### src/rtl/proc_pkg.sv
// Shared pipeline definitions: memory opcodes, opcode field bounds and
// the memory-stage state encoding.
package proc_pkg;

  localparam logic [4:0] OP_SW = 5'b00111;
  localparam logic [4:0] OP_LW = 5'b01000;

  localparam int OP_HI = 31;
  localparam int OP_LO = 27;

  typedef enum logic [1:0] {
    IDLE   = 2'd0,
    ACCESS = 2'd1,
    DONE   = 2'd2
  } mem_state_t;

endpackage

### src/rtl/dmem_watchdog.sv
// Access watchdog for mem_stage: pulses timeout on the TIMEOUT_CYCLES-th
// ACCESS cycle. Only built when MEM_TIMEOUT_EN is defined.
`ifdef MEM_TIMEOUT_EN
module dmem_watchdog #(
  parameter int TIMEOUT_CYCLES = 16
) (
  input  logic clock,
  input  logic reset,
  input  logic start,
  input  logic active,
  output logic timeout
);

  logic [7:0] cnt;

  // Reloaded on entry to ACCESS, so the terminal count lands on the last allowed cycle.
  always_ff @(posedge clock or posedge reset) begin
    if (reset) begin
      cnt <= 8'd0;
    end else if (start) begin
      cnt <= 8'(TIMEOUT_CYCLES - 1);
    end else if (active && cnt != 8'd0) begin
      cnt <= cnt - 8'd1;
    end
  end

  assign timeout = active && (cnt == 8'd0);

endmodule
`endif

### src/rtl/mem_stage.sv
// Memory-access stage between XM and MW: runs the dmem req/ack handshake and
// stalls upstream until it completes. MEM_TIMEOUT_EN adds an access watchdog.
//
// state  | meaning
// IDLE   | pass-through; a lw/sw launches a request
// ACCESS | request outstanding, waiting for dmem_ack
// DONE   | access finished, MW register written
module mem_stage
  import proc_pkg::*;
#(
  parameter int ADDR_W         = 12,
  parameter int TIMEOUT_CYCLES = 16
) (
  input  logic              clock,
  input  logic              reset,
  input  logic [31:0]       xm_alu,
  input  logic [31:0]       xm_b,
  input  logic [31:0]       xm_ir,
  output logic              dmem_req,
  output logic              dmem_we,
  output logic [ADDR_W-1:0] dmem_addr,
  output logic [31:0]       dmem_wdata,
  input  logic [31:0]       dmem_rdata,
  input  logic              dmem_ack,
  output logic [31:0]       mw_aluin,
  output logic [31:0]       mw_datain,
  output logic [31:0]       mw_irin,
  output logic              mw_write_enable,
  output logic              stall,
  output logic              mem_fault
);

  mem_state_t  state, next_state;
  logic [4:0]  opcode;
  logic        is_lw, is_sw, is_mem;
  logic [31:0] load_q;
  logic        timeout;

  assign opcode = xm_ir[OP_HI:OP_LO];
  assign is_lw  = (opcode == OP_LW);
  assign is_sw  = (opcode == OP_SW);
  assign is_mem = is_lw || is_sw;

`ifdef MEM_TIMEOUT_EN
  logic timed_out_q;

  dmem_watchdog #(.TIMEOUT_CYCLES(TIMEOUT_CYCLES)) u_watchdog (
    .clock   (clock),
    .reset   (reset),
    .start   (state == IDLE && is_mem),
    .active  (state == ACCESS),
    .timeout (timeout)
  );

  // An ack arriving on the timeout cycle still wins; only a true miss faults.
  always_ff @(posedge clock or posedge reset) begin
    if (reset) begin
      timed_out_q <= 1'b0;
      mem_fault   <= 1'b0;
    end else begin
      timed_out_q <= (state == ACCESS) && timeout && !dmem_ack;
      if ((state == ACCESS) && timeout && !dmem_ack) mem_fault <= 1'b1;
    end
  end
`else
  logic [7:0] unused_tmo;
  assign unused_tmo = 8'(TIMEOUT_CYCLES);
  assign timeout    = 1'b0;
  assign mem_fault  = 1'b0;
`endif

  always_ff @(posedge clock or posedge reset) begin
    if (reset) state <= IDLE;
    else       state <= next_state;
  end

  always_comb begin
    next_state = state;
    case (state)
      IDLE:    if (is_mem) next_state = ACCESS;
      ACCESS:  if (dmem_ack || timeout) next_state = DONE;
      DONE:    next_state = IDLE;
      default: next_state = IDLE;
    endcase
  end

  always_ff @(posedge clock or posedge reset) begin
    if (reset) begin
      dmem_req   <= 1'b0;
      dmem_we    <= 1'b0;
      dmem_addr  <= '0;
      dmem_wdata <= 32'd0;
      load_q     <= 32'd0;
    end else if (state == IDLE && is_mem) begin
      dmem_req   <= 1'b1;
      dmem_we    <= is_sw;
      dmem_addr  <= xm_alu[ADDR_W-1:0];
      dmem_wdata <= xm_b;
    end else if (state == ACCESS && (dmem_ack || timeout)) begin
      dmem_req <= 1'b0;
      dmem_we  <= 1'b0;
      if (dmem_ack && is_lw) load_q <= dmem_rdata;
    end
  end

  assign mw_aluin = xm_alu;

  always_comb begin
    stall           = 1'b0;
    mw_write_enable = 1'b0;
    mw_datain       = 32'd0;
    mw_irin         = xm_ir;
    if (!reset) begin
      case (state)
        IDLE: begin
          stall           = is_mem;
          mw_write_enable = !is_mem;
        end
        ACCESS: stall = 1'b1;
        DONE: begin
          mw_write_enable = 1'b1;
          if (is_lw) mw_datain = load_q;
        end
        default: ;
      endcase
    end
`ifdef MEM_TIMEOUT_EN
    // A timed-out access retires as a nop.
    if (state == DONE && timed_out_q) begin
      mw_irin   = 32'd0;
      mw_datain = 32'd0;
    end
`endif
  end

endmodule

### config.mk
export PLATFORM = sky130hd
export DESIGN_NAME = mem_stage
export DESIGN_NICKNAME = d
export VERILOG_FILES = /design/src/rtl/proc_pkg.sv /design/src/rtl/dmem_watchdog.sv /design/src/rtl/mem_stage.sv
export SDC_FILE = /design/constraint.sdc
export NUM_CORES = 1
export LEC_CHECK = 0
export ABC_AREA = 0
export CORE_ASPECT_RATIO = 1.5
export CORE_MARGIN = 3
export CORE_UTILIZATION = 30
export CTS_BUF_LIST = sky130_fd_sc_hd__clkbuf_2 sky130_fd_sc_hd__clkbuf_4 sky130_fd_sc_hd__clkbuf_8
export CTS_CLUSTER_DIAMETER = 30
export DETAILED_ROUTE_END_ITERATION = 10
export GPL_TIMING_DRIVEN = 0
export PLACE_DENSITY = 0.78
export SYNTH_ARGS = -nofsm -noshare
export SYNTH_HDL_FRONTEND = slang
export SYNTH_SLANG_ARGS = --single-unit
### constraint.sdc
create_clock -name clock -period 3.9 [get_ports clock]
set_input_delay 0.78 -clock clock [delete_from_list [all_inputs] [get_ports clock]]
set_output_delay 0.78 -clock clock [all_outputs]
set_load 0.02 [all_outputs]
==> flow_summary_export.csv, run 1 <==
group,metric,value,unit
power,power.ir.vdd_worst,339,uV
global_route,maximum_number_of_pins_on_one_net_before_global_route_repair,45,
placed_design,place_hpwl,8770,um
finish,final_area,6620,um2
floorplan,effective_utilization_at_floorplan,31.0,%
global_route,overflow,0,
worst_setup_path,timing.critical_path.cells,"clkdlybuf4s50_1, nor4b_4, and4b_2, clkbuf_2, and2_1, clkdlybuf4s50_1",
floorplan,io-pin-count,276,
worst_setup_path,critical-path-top-cell-by-count,"sky130_fd_sc_hd__clkdlybuf4s50_1",
clocking,cts.sink_count,80,
sta,rsz0062_at_grt,"no",
global_route,grt_first_pass_wirelength,16500,um
worst_setup_path,critical_path_required,3.12,ns
sta,finalHoldWorstSlack,0.489,ns
worst_setup_path,crit_path_end_kind,"primary output",
worst_setup_path,cp_data_arrival_time,3.03,ns
finish,most_frequent_cells_in_the_layout,"227 x sky130_fd_sc_hd__clkdlybuf4s50_1, 80 x sky130_fd_sc_hd__dfrtp_1, 66 x sky130_fd_sc_hd__buf_4",
finish,final_nets,656,
clocking,numCtsBuffers,9,
finish,layout_commonest_cell,"sky130_fd_sc_hd__clkdlybuf4s50_1",
worst_setup_path,crit_type,"input port to primary output",
sta,finalHoldViolations,0,
drt,drt.antenna.violating_nets,0,
finish,synthToLayoutAreaGrowth,69.5,%
floorplan,placement_rows,50,
sta,fin_tns_setup,0,ns
worst_setup_path,max_stage_delay,0.62,ns
clocking,clk_transition_reported_paths,0.07,ns
power,power_leakage,3.08,nW
synth,syn_area_per_cell,13.7,um2
synth,synth_cell_types,24,
run,drv.max_cap_violation_count,0,
drt,vias_per_cell,4.36,
synth,mappedNetlistArea,3900,um2
synth,synthesis.nets,416,
worst_setup_path,crit_path_top_delay_cell,"sky130_fd_sc_hd__clkdlybuf4s50_1",
drt,wire_length_reported_by_the_detailed_router,10800,um
sta,maxClockFrequency,262,MHz
drt,drc_errors,0,
placed_design,gp_routability_congestion,0.739,
clocking,cts_hold_buffers,0,
placed_design,post_dp_cell_area,6400,um2
power,power_per_cell_area,406,nW/um2
clocking,insertion_delay_of_the_later_clocked_pin_in_the_worst_skew_pair,0.34,ns
clocking,htreeDepth,3,
sta,finalSetupViolations,0,
floorplan,core_region_area,12600,um2
placed_design,placement.io_buffers,227,
sta,maxSlewViolCount,0,
finish,drive_gt1_share,32.6,%
status,result_of_the_run,"completed",
floorplan,die_w,99.1,um
drt,drt-wirelength-per-cell,15.8,um
drt,detailroute.via_count,2990,
drt,dr.first_iter.drc_count,17,
clocking,clockRootBuffer,"sky130_fd_sc_hd__clkbuf_8",
power,total_power,2.69,mW
clocking,cts.path.max_buffers,2,
synth,ys_warn_count,0,
sta,layout_worst_path_cycle_share,97.7,%
synth,synth_sequential_area_ratio,51.3,%
worst_setup_path,critical_path.startpoint_type,"input port",
drt,drt_first_pass_iters,3,
floorplan,floorplan.die.height,146,um
synth,syn_inst,285,
sta,layout_min_cycle_time,3.81,ns
sta,fin_skew,0.00761,ns
finish,num_antenna_cells,0,
worst_setup_path,worstPathMaxFanout,10,
global_route,grt_use_total,14.6,%
floorplan,fp.dieArea,14400,um2
worst_hold_path,min-delay-path-class,"register to register",
global_route,number_of_global_route_vias_before_repair,3268,
synth,synth.ff_latch_count,80,
global_route,initial_antenna_violation_count,0,
clocking,tritoncts,"done",
Yosys cell counts, drive strengths merged:
master	count	area [um2]
mux2	76	957
nand2	2	7.51
and4b	2	20.0
nand3b	1	7.51
clkbuf	3	11.3
a32o	1	10.0
nor4b	1	23.8
and2	33	206
dfrtp	80	2000
o31ai	1	7.51
conb	1	3.75
nor2	2	7.51
o21bai	1	7.51
inv	3	11.3
nor3	1	5.00
nand4	1	21.3
a211oi	1	7.51
buf	73	572
o21ai	2	13.8
per-layer routing:
metal	share of wire (%)	global-route usage (%)	wire length, um	up-vias
met5	0	0	0	-
met4	1.4	4.37	148	0
met3	10	5.28	1130	11
met2	57	29.0	6140	184
met1	32	13.4	3420	1424
li1	-	-	-	1371
final cells by class:
type,instances,area (um2)
sequential,80,2000
clock buffer,10,138
fill,1086,5960
timing repair buffer,229,2310
buffer,76,587
multi-input combinational,126,1310
clock inverter,6,66.3
tap,156,195
inverter,3,13.8
flip-flops by register name, summed over array words and instances (netlist names):
register,cells
load_q,32
dmem_req,1
dmem_we,1
dmem_addr,12
state,2
dmem_wdata,32
worst max-delay path, delay by kind of cell:
family,cells,cell delay (ns)
simple gates,3,0.88
buf+inv,3,1.36
cells by family (layout without fill, tap and decap cells):
family / after synthesis / after routing / share of synthesized area, %
AO/OA/AOI/OAI: 6 / 6 / 1.19
buffers and inverters: 79 / 324 / 15.2
flip-flops: 80 / 80 / 51.3
multiplexers: 76 / 76 / 24.5
other: 1 / 1 / 0.0961
AND/OR/NAND/NOR: 43 / 43 / 7.66
timing repair:
action                     4_1_cts  5_1_grt
gates resized for setup          4        0
setup endpoints to repair       30        0
setup buffers                    1        0
per-stage QoR:
step	worst slack, ns	util [%]	instances
floorplan	1.07	-	285
global placement	-0.352	50.7	668
detailed placement	-0.419	50.9	669
CTS	0.0335	52.6	686
global route	0.00853	52.6	686
finish	0.0888	52.6	686
worst paths after layout:
kind,to,startpoint,cells past startpoint,slack [ns]
max reg2reg,dmem_wdata[11],state[0],5,2.20
min in group asynchronous,dmem_wdata[8],reset,2,0.88
min,load_q[2],load_q[2],1,0.49
max,mw_datain[2],xm_ir[28],6,0.09
min reg2reg,load_q[2],load_q[2],1,0.49
max in group asynchronous,load_q[20],reset,3,2.44
where the power goes:
part / internal, mW / leakage (nW) / switching, mW
Clock: 0.316 / 0.107 / 0.304
Combinational: 0.579 / 1.95 / 0.407
Sequential: 0.989 / 1.02 / 0.0898
Total: 1.88 / 3.08 / 0.801
(Power assumes the default switching activity.)
==> run 2, diff against run 1 <==
- CTS_CLUSTER_SIZE: not set -> 24
- PLACE_DENSITY: 0.78 -> 0.71
==> run 2 against run 1 <==
Effect of this change:
- clock skew grew 0.00055 ns
- critical endpoint is now mw_datain[8]
- routed wire length grew 3.3%
- critical path depth is the same
- core utilization grew 0.20 points
- via count shrank 0.27%
==> flow_summary_export.csv, run 2 (synthesis gave the netlist of run 1 again) <==
group,metric,value,unit
power,power_leakage,3.09,nW
drt,drc_errors,0,
finish,num_antenna_cells,0,
sta,maxSlewViolCount,0,
worst_setup_path,critical_path.startpoint_type,"input port",
power,power.ir.vdd_worst,280,uV
worst_hold_path,number_of_cells_on_the_worst_hold_path,1,
finish,most_frequent_cells_in_the_layout,"227 x sky130_fd_sc_hd__clkdlybuf4s50_1, 80 x sky130_fd_sc_hd__dfrtp_1, 66 x sky130_fd_sc_hd__buf_4",
worst_setup_path,reg_to_reg_critical_path_endpoint,"dmem_wdata[10]",
placed_design,placement.io_buffers,227,
finish,final_nets,656,
sta,fin_skew,0.00816,ns
global_route,initial_antenna_violation_count,2,
clocking,cts.sink_count,80,
worst_setup_path,regToRegStartpoint,"state[0]",
finish,layout_commonest_cell,"sky130_fd_sc_hd__clkdlybuf4s50_1",
worst_hold_path,hold-path-endpoint,"load_q[2]",
placed_design,placedCellCount,669,
sta,max_slew.worst_pin.slew,0.535,ns
finish,synthToLayoutAreaGrowth,70.2,%
sta,maxClockFrequency,265,MHz
floorplan,fp.dieArea,14400,um2
clocking,tritoncts,"done",
worst_setup_path,crit_type,"input port to primary output",
floorplan,placement_rows,50,
finish,final_util,52.8,%
sta,rsz0062_at_grt,"no",
floorplan,effective_utilization_at_floorplan,31.0,%
drt,wire_length_reported_by_the_detailed_router,11200,um
clocking,htreeDepth,3,
power,power_per_cell_area,416,nW/um2
finish,drive_gt1_share,32.6,%
worst_setup_path,cp_data_arrival_time,3.00,ns
sta,finalSetupViolations,0,
sta,fin_tns_setup,0,ns
worst_setup_path,max_stage_delay,0.63,ns
floorplan,core_region_area,12600,um2
floorplan,floorplan.die.height,146,um
floorplan,io-pin-count,276,
worst_setup_path,crit_path_end_kind,"primary output",
global_route,maximum_number_of_pins_on_one_net_before_global_route_repair,42,
clocking,cts.path.max_buffers,2,
finish,layout_top_registers,"dmem_wdata (32), load_q (32), dmem_addr (12)",
global_route,grt_first_pass_wirelength,17200,um
placed_design,gp_routability_congestion,0.797,
worst_setup_path,rrSetupSlack,2.20,ns
worst_setup_path,crit_path_top_delay_cell,"sky130_fd_sc_hd__clkdlybuf4s50_1",
global_route,number_of_global_route_vias_before_repair,3271,
drt,detailroute.via_count,2982,
drt,drt.antenna.violating_nets,0,
sta,layout_worst_path_cycle_share,96.9,%
drt,drt-wirelength-per-cell,16.3,um
drt,dr.first_iter.drc_count,49,
worst_setup_path,worstRegToRegCells,5,
floorplan,die_w,99.1,um
global_route,grt_use_total,15.1,%
worst_setup_path,critical-path-top-cell-by-count,"sky130_fd_sc_hd__clkdlybuf4s50_1",
worst_setup_path,timing.critical_path.cells,"clkdlybuf4s50_1, nor4b_4, and4b_2, clkbuf_2, and2_1, clkdlybuf4s50_1",
clocking,insertion_delay_of_the_later_clocked_pin_in_the_worst_skew_pair,0.34,ns
global_route,overflow,0,
worst_hold_path,min-delay-path-class,"register to register",
sta,finalHoldViolations,0,
worst_setup_path,critical_path_required,3.12,ns
finish,final_cells,686,
placed_design,place_hpwl,9130,um
drt,drt_first_pass_iters,4,
clocking,clockRootBuffer,"sky130_fd_sc_hd__clkbuf_8",
worst_setup_path,worstPathMaxFanout,10,
sta,layout_min_cycle_time,3.78,ns
status,result_of_the_run,"completed",
clocking,clk_transition_reported_paths,0.07,ns
sta,finalHoldWorstSlack,0.491,ns
clocking,numCtsBuffers,9,
worst_hold_path,hold_path.startpoint,"load_q[2]",
run,drv.max_cap_violation_count,0,
sta,worst_rel_slew_slack,64.3,%
drt,vias_per_cell,4.35,
[run 2: cell count changes in the layout (fill, tap and decap cells not counted)]
cell / change
sky130_fd_sc_hd__bufinv_16: +1
sky130_fd_sc_hd__clkbuf_4: +2
sky130_fd_sc_hd__clkinv_2: -2
sky130_fd_sc_hd__clkinv_4: -2
sky130_fd_sc_hd__clkinvlp_4: +1
[run 2: where the power goes]
part           total, mW  switching (mW)  internal (mW)
sequential          1.08          0.0872          0.989
clock              0.695           0.299          0.395
combinational      0.994           0.415          0.580
total               2.77           0.801           1.96
[run 2: worst max path at each step]
stage                   start             to  cells past startpoint
finish              xm_ir[28]   mw_datain[8]                      6
CTS                 xm_ir[28]  mw_datain[28]                      6
global route        xm_ir[28]   mw_datain[4]                      6
detailed placement  xm_ir[29]   mw_datain[8]                      6
global placement        reset     load_q[30]                      2
floorplan               reset   dmem_addr[0]                      1
[run 2: worst max-delay path: cells and delay by family]
family                 cells  cell delay [ns]
AND/OR/NAND/NOR            3             0.85
buffers and inverters      3             1.37
[run 2: area by class of cell]
cell class	count	area, um2
inverters	3	13.8
fillers	1101	5930
clock inverters	4	76.3
multi-input cells	126	1310
flip-flops and latches	80	2000
repair buffers	229	2310
clock buffers	12	153
well taps	156	195
plain buffers	76	587
[run 2: routing by layer]
| layer | track usage, % | part of all wire [%] | vias to the layer above |
|---|---|---|---|
| met2 | 28.6 | 55 | 183 |
| met4 | 4.17 | 1.7 | 4 |
| met5 | 0 | 0.24 | - |
| met3 | 6.57 | 11 | 15 |
| met1 | 14.6 | 32 | 1416 |
| li1 | - | - | 1364 |
[run 2: through the flow]
step	setup WS [ns]	total power, mW	area, um2
2_1_floorplan	1.07	1.57	3900
3_3_place_gp	-0.395	2.07	6370
3_5_place_dp	-0.353	2.10	6400
4_1_cts	0.0174	2.81	6640
5_1_grt	0.0458	2.90	6640
6_report	0.120	2.77	6640
[run 2: what timing repair did]
| item | CTS | global route |
|---|---|---|
| endpoints found under the setup margin | 30 | 2 |
| hold buffers | 0 | 0 |
| setup buffers | 1 | 0 |
| gates resized for setup | 3 | 2 |
| pin swaps | 1 | 0 |
==> run 3, diff against run 2 <==
- CTS_CLUSTER_SIZE: 24 -> 8
- DONT_BUFFER_PORTS: not set -> 1
- PLACE_DENSITY: 0.71 -> not set
==> run 3 against run 2 <==
Effect of this change:
- cell count fell by 33%
- first-iteration DRC count fell by 39%
- sequential cell count did not move
- cell area fell by 34%
==> flow_summary_export.csv, run 3 (synthesis gave the netlist of run 1 again) <==
group,metric,value,unit
status,result_of_the_run,"completed",
global_route,overflow,0,
floorplan,placement_rows,50,
floorplan,floorplan.die.height,146,um
worst_setup_path,crit_path_end_kind,"primary output",
power,power.ir.vdd_worst,207,uV
placed_design,post_dp_cell_area,4130,um2
drt,drc_errors,0,
sta,fin_skew,0.0135,ns
global_route,grt_use_total,12.6,%
sta,rsz0062_at_grt,"no",
drt,drt-wirelength-per-cell,20.8,um
clocking,cts.sink_count,80,
clocking,clockRootBuffer,"sky130_fd_sc_hd__clkbuf_8",
worst_hold_path,min-delay-path-class,"input port to async pin",
worst_setup_path,max_stage_delay,0.54,ns
clocking,insertion_delay_of_the_later_clocked_pin_in_the_worst_skew_pair,0.35,ns
worst_setup_path,timing.critical_path.cells,"nor4b_4, and4b_1, clkbuf_1, and2_1",
global_route,number_of_global_route_vias_before_repair,2239,
finish,layout_top_registers,"dmem_wdata (32), load_q (32), dmem_addr (12)",
clocking,clk_transition_reported_paths,0.09,ns
placed_design,placedCellCount,442,
placed_design,place_hpwl,7940,um
drt,dr.first_iter.drc_count,30,
power,total_power,2.38,mW
worst_setup_path,crit_type,"input port to primary output",
sta,maxSlewViolCount,0,
sta,finalSetupViolations,0,
finish,drive_gt1_share,55.6,%
sta,finalHoldWorstSlack,0.267,ns
power,power_per_cell_area,544,nW/um2
finish,synthToLayoutAreaGrowth,12.3,%
global_route,initial_antenna_violation_count,1,
worst_setup_path,critical_path.startpoint_type,"input port",
placed_design,gp_routability_congestion,0.758,
clocking,tritoncts,"done",
floorplan,effective_utilization_at_floorplan,31.0,%
drt,detailroute.via_count,2104,
floorplan,die_w,99.1,um
sta,finalHoldViolations,0,
power,power_leakage,2.22,nW
global_route,grt_first_pass_wirelength,13500,um
worst_setup_path,critical_path_required,3.12,ns
finish,final_area,4380,um2
placed_design,pre_cts_ws,0.583,ns
clocking,cts.path.max_buffers,2,
placed_design,placement.io_buffers,0,
clocking,postCtsSetupBuffers,0,
clocking,post_cts.resized_instances,0,
finish,layout_commonest_cell,"sky130_fd_sc_hd__dfrtp_1",
worst_setup_path,crit_path_top_delay_cell,"sky130_fd_sc_hd__nor4b_4",
drt,wire_length_reported_by_the_detailed_router,9560,um
sta,layout_worst_path_cycle_share,83.2,%
worst_setup_path,worstPathMaxFanout,10,
finish,final_nets,428,
clocking,cts_hold_buffers,0,
run,drv.max_cap_violation_count,0,
floorplan,core_region_area,12600,um2
clocking,numCtsBuffers,9,
sta,worst_rel_slew_slack,46.4,%
sta,layout_min_cycle_time,3.24,ns
sta,max_slew.worst_pin.slew,0.800,ns
drt,drt_first_pass_iters,3,
drt,drt.antenna.violating_nets,0,
sta,layout_setup_ws,0.655,ns
finish,final_util,34.9,%
finish,final_cells,459,
sta,maxClockFrequency,308,MHz
floorplan,io-pin-count,276,
global_route,maximum_number_of_pins_on_one_net_before_global_route_repair,57,
floorplan,fp.dieArea,14400,um2
finish,layout.filler_cells,1224,
finish,most_frequent_cells_in_the_layout,"80 x sky130_fd_sc_hd__dfrtp_1, 65 x sky130_fd_sc_hd__buf_4, 47 x sky130_fd_sc_hd__mux2_2",
worst_setup_path,cp_data_arrival_time,2.46,ns
drt,vias_per_cell,4.58,
clocking,htreeDepth,3,
sta,fin_tns_setup,0,ns
run 3: changes by cell type in the layout (fill, tap and decap cells not counted), sizes merged:
| cell | before | now |
|---|---|---|
| bufinv | 2 | 3 |
| inv | 4 | 3 |
| clkinvlp | 1 | 0 |
| buf | 75 | 74 |
| clkinv | 0 | 3 |
| clkdlybuf4s50 | 227 | 0 |
| clkbuf | 15 | 13 |
| diode | 0 | 1 |
run 3: final timing paths:
check,startpoint,endpoint,slack (ns),cells after the start
setup / recovery,xm_ir[29],mw_datain[5],0.66,4
hold / removal,reset,state[1],0.27,1
setup reg to reg,state[0],dmem_wdata[16],2.21,5
hold reg to reg,load_q[1],load_q[1],0.50,1
max in group asynchronous,reset,load_q[28],3.07,2
min in group clock,load_q[1],load_q[1],0.50,1
run 3: area by class of cell:
type | count | area, um2 | share of cell area, %
diodes | 1 | 2.50 | 0.0571
repair buffers | 1 | 27.5 | 0.628
flip-flops and latches | 80 | 2000 | 45.7
clock inverters | 6 | 116 | 2.65
inverters | 3 | 13.8 | 0.314
plain buffers | 76 | 583 | 13.3
well taps | 156 | 195 | 4.45
clock buffers | 10 | 138 | 3.14
multi-input cells | 126 | 1310 | 29.8
run 3: routing by layer:
layer | vias to the layer above | part of all wire (%) | global-route usage (%)
met5 | - | 0 | 0
met3 | 5 | 12 | 5.71
met1 | 1016 | 32 | 12.3
met4 | 0 | 0.97 | 4.51
li1 | 906 | - | -
met2 | 177 | 54 | 22.8
run 3: worst max-delay path: cells and delay by family:
family | cells | cell delay, ns
AND/OR/NAND/NOR | 3 | 1.28
buffers and inverters | 1 | 0.40
run 3: report_power, final:
part	internal [mW]	total, mW	switching, mW
Combinational	0.215	0.345	0.129
Clock	0.446	0.752	0.306
Sequential	0.988	1.29	0.300
Total	1.65	2.38	0.735
